**config.mk**
```make
export PLATFORM = sky130hd
export DESIGN_NAME = inv_sbox_v2
export DESIGN_NICKNAME = d
export VERILOG_FILES = /design/src/rtl/inv_sbox_v2.sv
export SDC_FILE = /design/constraint.sdc
export NUM_CORES = 1
export LEC_CHECK = 0
export ABC_AREA = 1
export CORE_AREA = 2 2 110 112
export CTS_BUF_LIST = sky130_fd_sc_hd__clkbuf_8
export CTS_CLUSTER_SIZE = 40
export DETAILED_ROUTE_END_ITERATION = 16
export DIE_AREA = 0 0 112 114
export PLACE_DENSITY = 0.44
export SYNTH_ARGS = -nofsm -noshare
export SYNTH_HDL_FRONTEND = slang
export SYNTH_SLANG_ARGS = --single-unit
```
**constraint.sdc**
```tcl
create_clock -name clk -period 9.66 [get_ports clk]
set_clock_uncertainty 0.15 [all_clocks]
set_input_delay 1.449 -clock clk [delete_from_list [all_inputs] [get_ports clk]]
set_output_delay 1.449 -clock clk [all_outputs]
set_load 0.01 [all_outputs]
```
**src/rtl/inv_sbox_v2.sv**
```systemverilog
// AES inverse S-box over the composite field GF((2^4)^2), y^2 = y + 4'hD.
// Combinational out_byte plus a one-cycle registered copy with valid flag.
module inv_sbox_v2 (
    input  logic       clk,
    input  logic       rst,
    input  logic [7:0] in_byte,
    input  logic       in_valid,
    output logic [7:0] out_byte,
    output logic [7:0] out_byte_q,
    output logic       out_valid_q
);

    localparam logic [3:0] V = 4'hD;

    function automatic logic [3:0] gf4_mul(input logic [3:0] a, input logic [3:0] b);
        logic [3:0] p;
        logic [3:0] s;
        p = 4'h0;
        s = a;
        for (int i = 0; i < 4; i++) begin
            if (b[i]) p = p ^ s;
            s = {s[2:0], 1'b0} ^ (s[3] ? 4'b0011 : 4'b0000);
        end
        return p;
    endfunction

    function automatic logic [3:0] gf4_inv(input logic [3:0] a);
        logic [3:0] r;
        case (a)
            4'h0: r = 4'h0;
            4'h1: r = 4'h1;
            4'h2: r = 4'h9;
            4'h3: r = 4'hE;
            4'h4: r = 4'hD;
            4'h5: r = 4'hB;
            4'h6: r = 4'h7;
            4'h7: r = 4'h6;
            4'h8: r = 4'hF;
            4'h9: r = 4'h2;
            4'hA: r = 4'hC;
            4'hB: r = 4'h5;
            4'hC: r = 4'hA;
            4'hD: r = 4'h4;
            4'hE: r = 4'h3;
            default: r = 4'h8;
        endcase
        return r;
    endfunction

    function automatic logic [7:0] gf8_mul(input logic [7:0] a, input logic [7:0] b);
        logic [3:0] hh;
        logic [3:0] hi;
        logic [3:0] lo;
        hh = gf4_mul(a[7:4], b[7:4]);
        hi = hh ^ gf4_mul(a[7:4], b[3:0]) ^ gf4_mul(a[3:0], b[7:4]);
        lo = gf4_mul(a[3:0], b[3:0]) ^ gf4_mul(V, hh);
        return {hi, lo};
    endfunction

    // Column j of a packed 8x8 GF(2) matrix lives in m[8*j +: 8].
    function automatic logic [7:0] mat_apply(input logic [63:0] m, input logic [7:0] x);
        logic [7:0] r;
        r = 8'h00;
        for (int j = 0; j < 8; j++) begin
            if (x[j]) r = r ^ m[8*j +: 8];
        end
        return r;
    endfunction

    function automatic logic [63:0] pow_cols(input logic [7:0] b);
        logic [63:0] m;
        logic [7:0]  p;
        m = 64'h0;
        p = 8'h01;
        for (int j = 0; j < 8; j++) begin
            m[8*j +: 8] = p;
            p = gf8_mul(p, b);
        end
        return m;
    endfunction

    function automatic logic is_aes_root(input logic [7:0] b);
        logic [7:0] p;
        logic [7:0] acc;
        p = 8'h01;
        acc = 8'h01;
        for (int e = 1; e <= 8; e++) begin
            p = gf8_mul(p, b);
            if (e == 1 || e == 3 || e == 4 || e == 8) acc = acc ^ p;
        end
        return acc == 8'h00;
    endfunction

    // Of the eight conjugate roots, prefer the one whose folded constant is 8'h3C.
    function automatic logic [63:0] find_iso();
        logic [63:0] any_m;
        logic [63:0] pref_m;
        logic        have_any;
        logic        have_pref;
        any_m = 64'h0;
        pref_m = 64'h0;
        have_any = 1'b0;
        have_pref = 1'b0;
        for (int b = 2; b < 256; b++) begin
            if (is_aes_root(8'(b))) begin
                if (!have_any) begin
                    any_m = pow_cols(8'(b));
                    have_any = 1'b1;
                end
                if (!have_pref && mat_apply(pow_cols(8'(b)), 8'h05) == 8'h3C) begin
                    pref_m = pow_cols(8'(b));
                    have_pref = 1'b1;
                end
            end
        end
        return have_pref ? pref_m : any_m;
    endfunction

    function automatic logic [7:0] inv_affine_lin(input logic [7:0] x);
        return {x[1:0], x[7:2]} ^ {x[4:0], x[7:5]} ^ {x[6:0], x[7]};
    endfunction

    function automatic logic [63:0] fold_map(input logic [63:0] iso);
        logic [63:0] m;
        m = 64'h0;
        for (int j = 0; j < 8; j++) begin
            m[8*j +: 8] = mat_apply(iso, inv_affine_lin(8'h01 << j));
        end
        return m;
    endfunction

    function automatic logic [63:0] inv_cols(input logic [63:0] iso);
        logic [63:0] m;
        logic [7:0]  y;
        m = 64'h0;
        for (int a = 0; a < 256; a++) begin
            y = mat_apply(iso, 8'(a));
            for (int k = 0; k < 8; k++) begin
                if (y == (8'h01 << k)) m[8*k +: 8] = 8'(a);
            end
        end
        return m;
    endfunction

    localparam logic [63:0] ISO   = find_iso();
    localparam logic [63:0] M_IN  = fold_map(ISO);
    localparam logic [7:0]  ISO_C = mat_apply(ISO, 8'h05);
    localparam logic [63:0] M_OUT = inv_cols(ISO);

    logic [7:0] map_s;
    logic [3:0] g1;
    logic [3:0] g0;
    logic [3:0] delta;
    logic [3:0] dinv;
    logic [3:0] d1;
    logic [3:0] d0;
    logic [7:0] out_byte_d;

    always_comb begin
        map_s = mat_apply(M_IN, in_byte) ^ ISO_C;
        g1    = map_s[7:4];
        g0    = map_s[3:0];
        delta = gf4_mul(g1, g0) ^ gf4_mul(g0, g0) ^ gf4_mul(V, gf4_mul(g1, g1));
        dinv  = gf4_inv(delta);
        d1    = gf4_mul(g1, dinv);
        d0    = gf4_mul(g0 ^ g1, dinv);
    end

    assign out_byte = mat_apply(M_OUT, {d1, d0});

    always_comb begin
        out_byte_d = out_byte_q;
        if (in_valid) out_byte_d = out_byte;
    end

    always_ff @(posedge clk or posedge rst) begin
        if (rst) begin
            out_byte_q  <= 8'h00;
            out_valid_q <= 1'b0;
        end else begin
            out_byte_q  <= out_byte_d;
            out_valid_q <= in_valid;
        end
    end

endmodule

```
* After elaboration in Yosys (flattened, before gate mapping)
Memory sizes are Yosys's and may differ from the RTL's.
Cells that the tools add are included.
** Operators by class
- Multiplexer cells :: 49
- Bitwise operators :: 45
- $add $sub $neg :: 0
- Order comparisons :: 0
- Reduce and logical (&&, ||, !) cells :: 0
- Eq/ne operators :: 0
- Shift-type cells :: 0
- Div/mod/pow operators :: 0
- $mul :: 0
** Operators with widths (number)
- 4-bit two-way mux :: 23
- 4-bit bitwise XOR :: 18
- 8-bit two-way mux :: 7
- 4-bit by 2-bit bitwise XOR with 4-bit output :: 9
- 7-bit two-way mux :: 5
- 4-bit inverter :: 7
- 2-bit two-way mux :: 10
- 5-bit inverter :: 2
- 2-bit inverter :: 4
- 6-bit two-way mux :: 1
- 3-bit inverter :: 2
- 6-bit inverter :: 1
- 5-bit two-way mux :: 1
- 1-bit two-way mux :: 2
- 1-bit inverter :: 2
** Storage, ports and cells
- Memory bits (writable) :: 0
- Bits in latches :: 0
- Bits in read-only memories :: 64
- Flip-flop bits (word level) :: 9
- Output and inout bits :: 17
- Word-level logic and storage cells :: 97
- Input bits :: 11
- Memories kept :: 1
** Memory list
- (no name shown) :: words 16, width 4, read ports 1, clocked after memory_dff 0, write ports 0, RTL line 29 : case (a)

* Logic depth before layout (Yosys ltp)
An unclocked memory read counts as a cell.
- Word-level depth :: 53
- Depth in mapped cells :: 39
- Depth with buffers taken out :: 38

* Worst setup path after synthesis
OpenSTA, ideal clock, no wires.
- Path kind :: input -> output
- Start point :: input port in_byte[1]
- End point :: output port out_byte[2]
- Slack :: 3375 ps
- Cell stages on the path :: 34
- Required time :: 8061 ps
- Path buffers :: 2
- Arrival :: 4686 ps
- Cells stage by stage :: inv_1 > nand2_1 > nand2_2 > nand2_1 > nand2_2 > buf_6 > ha_1 > inv_1 > nor2_1 > nand2_1 > inv_1 > nor2_1 > nand2_1 > nand2_1 > nand2_1 > nand2_1 > nor2_1 > inv_1 > nand2_2 > ha_1 > nand3b_1 > nand3_2 > nand2_2 > buf_6 > nand3_1 > nand2_1 > nand2_1 > inv_1 > nor2_1 > nand2_1 > nand2_2 > nand2_1 > nand3_1 > and2_1
** On the way
- Longest elaborated chain between the ends :: 44
- Elaborated cells between the ends (all ways) :: 83
- Those cells by class :: mux (42); bitwise (40); memory (1)
** Ends and longest elaborated chain
- start, declared :: RTL line 6 : input logic [7:0] in_byte,
- 8-bit two-way mux (*) :: RTL line 65 : if (x[j]) r = r ^ m[8*j +: 8];
- 4-bit inverter (no line)
- 8-bit two-way mux (*) :: RTL line 65
- 4-bit inverter (no line)
- 7-bit two-way mux :: RTL line 65
- 2-bit inverter (no line)
- 7-bit two-way mux :: RTL line 65
- 4-bit inverter (no line)
- [... 28 more ...]
- 4-bit two-way mux :: RTL line 65
- 5-bit inverter (no line)
- 5-bit two-way mux :: RTL line 65
- 7-bit two-way mux :: RTL line 65
- 6-bit inverter (no line)
- 8-bit two-way mux :: RTL line 65
- 2-bit inverter (no line)
- 8-bit two-way mux (*) :: RTL line 65
- end, declared :: RTL line 8 : output logic [7:0] out_byte,
Every way passes the cells marked *; elsewhere a longest branch is shown, timed or not.

* Worst setup path after layout
- Start point :: input port in_byte[5]
- End point :: output port out_byte[3]
** On the way
- Longest elaborated chain between the ends :: 36
- Elaborated cells between the ends (all ways) :: 76
- Those cells by class :: mux (39); bitwise (36); memory (1)
** Ends and longest elaborated chain
- 7-bit two-way mux (*) :: RTL line 65
- 8-bit two-way mux (*) :: RTL line 65
- 5-bit inverter (no line) / 8-bit two-way mux (equally long branches)
- 8-bit two-way mux (*) :: RTL line 65
- 4-bit by 2-bit bitwise XOR with 4-bit output / 4-bit inverter (equally long branches)
- 2-bit two-way mux / 4-bit by 2-bit bitwise XOR with 4-bit output (equally long branches) :: RTL line 22 : s = {s[2:0], 1'b0} ^ (s[3] ? 4'b0011 : 4'b0000);
- 4-bit by 2-bit bitwise XOR with 4-bit output :: RTL line 22
- 4-bit bitwise XOR / 2-bit two-way mux (equally long branches) :: RTL line 21, 22
- [... 19 more ...]
- 2-bit inverter (no line)
- 4-bit two-way mux :: RTL line 65
- 5-bit inverter (no line)
- 5-bit two-way mux :: RTL line 65
- 3-bit inverter (no line)
- 7-bit two-way mux :: RTL line 65
- 6-bit inverter (no line)
- 8-bit two-way mux (*) (2 in a row) :: RTL line 65
Marked as above.

==> impl_metrics.csv <==
group,metric,value,unit
status,status,"complete, no violations",
place,dp_hpwl,6149,microns
setup_path,cpMostUsedCell,"nand2_1",
sta,tightest_slew,548.4,ps
setup_path,crit_required,8060,ps
cts,cts_sinks,9,
sta,post-route-min-period,8109,ps
setup_path,max_stage_delay,620,ps
finish,layout_common_cells,"nand2_1 (249), inv_1 (61), nand3_1 (59)",
sta,period_share,83.95,%
finish,syn2layout_area_growth,17.24,%
finish,fill_cells,1353,
finish,layout_commonest_cell,"nand2_1",
sta,report.final.slew_viol_count,0,
finish,final_nets,560,
place,port_buffers,27,
setup_path,path_class,"input port to primary output",
yosys,synthArstFlopShare,100.0,%
cts,clkSlewWorstSetupHoldPaths,50,ps
cts,cts_tree,"done",
setup_path,critical_path.max_fanout,12,
floorplan,die_h,114,microns
yosys,synth-seq-cells,9,
route,dr_total_vias,2893,
setup_path,crit_arrival,6510,ps
finish,antenna_cells,0,
sta,maxSlewHeadroom,63.33,%
floorplan,num_rows,40,
yosys,synthesis.area,2628,sq um
global_route,grt_pass1_vias,2620,
sta,fin_tns_setup,0,ps
sta,final_hold_viol_count,0,
global_route,antenna_found_initial,0,
yosys,synth_top_flop_cell,"dfrtp_1",
finish,fin_cells,686,
setup_path,startpoint_type,"input port",
sta,grt_setup_unrepaired,"no",
route,wl_per_cell,10.58,microns
route,dr.first_iter.drc_count,108,
yosys,syn_inst,513,
route,dr.pass1.iters,4,
cts,clockBufferDepth,2,
cts,hold_buffers,0,
sta,fmax,123.3,MHz
yosys,synth-edff-count,0,
cts,root_buffer,"clkbuf_8",
route,vias_per_cell,4.217,
floorplan,start_util,22.44,%
setup_path,cp-end-kind,"primary output",
route,routed_wl,7255,microns
job,maxCapViolCount,0,
yosys,ys_warn_count,0,
global_route,grt_overflow_total,0,
floorplan,coreArea,11710,sq um
floorplan,io_pins,28,
finish,drive_gt1_share,11.13,%
cts,clk-insertion-delay-late,230,ps
place,gp_congestion,0.8867,
sta,setup_viol,0,
global_route,groute.usage.overall,11.58,%
global_route,grt_max_degree,16,
yosys,syn_nets,533,
yosys,syn_area_per_cell,5.122,sq um
floorplan,die_w,112,microns
yosys,ys_seq_area_share,8.571,%
cts,htreeDepth,1,
cts,cts_setup_buffers,0,
cts,cts-resized-gates,0,
route,drc_errors,0,
route,postRouteAntennaNets,0,
floorplan,die_area,12770,sq um
global_route,grt_pass1_wl,12430,microns
place,dp_cells,682,
min_path,worstHoldPathType,"register to register",
setup_path,crit_slowest_cell,"clkdlybuf4s50_1",
yosys,synthDistinctLibCells,27,
cts,cts_buffers,3,
## cells by family (layout without fill, tap and decap cells)
kind of cell / count (synthesis) / count (layout) / synth area share, %
AOI/OAI and AO/OA: 5 / 5 / 1.095
xor gates and xnor gates: 18 / 18 / 6.857
adders and majority gates: 9 / 9 / 4.286
buffers and inverters: 76 / 102 / 11.90
DFF: 9 / 9 / 8.572
and+or+nand+nor: 396 / 396 / 67.29
## critical path, delay by kind of cell
| family | cells | cell delay, ps |
|---|---|---|
| adders and majority gates | 2 | 720 |
| buffers and inverters | 7 | 1470 |
| and+or+nand+nor | 27 | 2860 |
## synthesized netlist by cell type (4+ instances only)
cell type  instances  area [sq um]
inv_1             60         225.2
and2_1             5         31.28
nand2_1          249         934.7
nand3_2            8         80.08
xnor2_1            6         52.55
nand2_2           25         156.4
xor2_1             9         78.83
nand2_4            4         45.04
nor2_1            35         131.4
nor2_2             4         25.02
ha_1               9         112.6
dfrtp_1            9         225.2
inv_2             11         41.29
nand3_1           59         295.3
## flip-flops by register name, summed over array words and instances, names as in the netlist
signal,count
out_valid_q,1
out_byte_q,8
## cell type report
| cell class | instances | area [sq um] | share of cell area [%] |
|---|---|---|---|
| tap | 147 | 183.9 | 5.971 |
| sequential | 9 | 225.2 | 7.311 |
| clock inverter | 1 | 3.754 | 0.1219 |
| timing repair buffer | 27 | 270.3 | 8.773 |
| inverter | 71 | 266.5 | 8.652 |
| clock buffer | 3 | 41.29 | 1.340 |
| multi-input combinational | 428 | 2090 | 67.83 |
## metal layers
layer / up-vias / wire [microns] / global-route usage, % / share of wire [%]
met3: 8 / 95 / 0.4782 / 1.3
met4: 0 / 65 / 1.707 / 0.90
met5: - / 0 / 0 / 0
met2: 34 / 3591 / 21.54 / 49
li1: 1610 / - / - / -
met1: 1241 / 3503 / 15.23 / 48
## worst paths after layout
path,startpoint,to,slack [ps],cells past startpoint
max in group asynchronous,rst,out_byte_q[0],7760,2
hold / removal,out_byte_q[6],out_byte_q[6],330,2
setup reg to reg,out_byte_q[5],out_byte_q[5],8840,2
min in group asynchronous,rst,out_valid_q,1340,2
hold reg to reg,out_byte_q[6],out_byte_q[6],330,2
setup / recovery,in_byte[5],out_byte[3],1550,36
## per-stage QoR
step	util, %	hold slack [ps]	setup slack, ps	instance area (sq um)
finish	26.30	327.3	1551	3080
global route	26.30	356.3	905.1	3080
CTS	26.30	332.6	1521	3080
detailed placement	25.92	320.4	1532	3035
global placement	25.92	317.4	1519	3035
floorplan	-	365.6	3375	2628
Power is not shown: default switching activity piles up to over one toggle a cycle in this logic, so the estimate is an artifact.
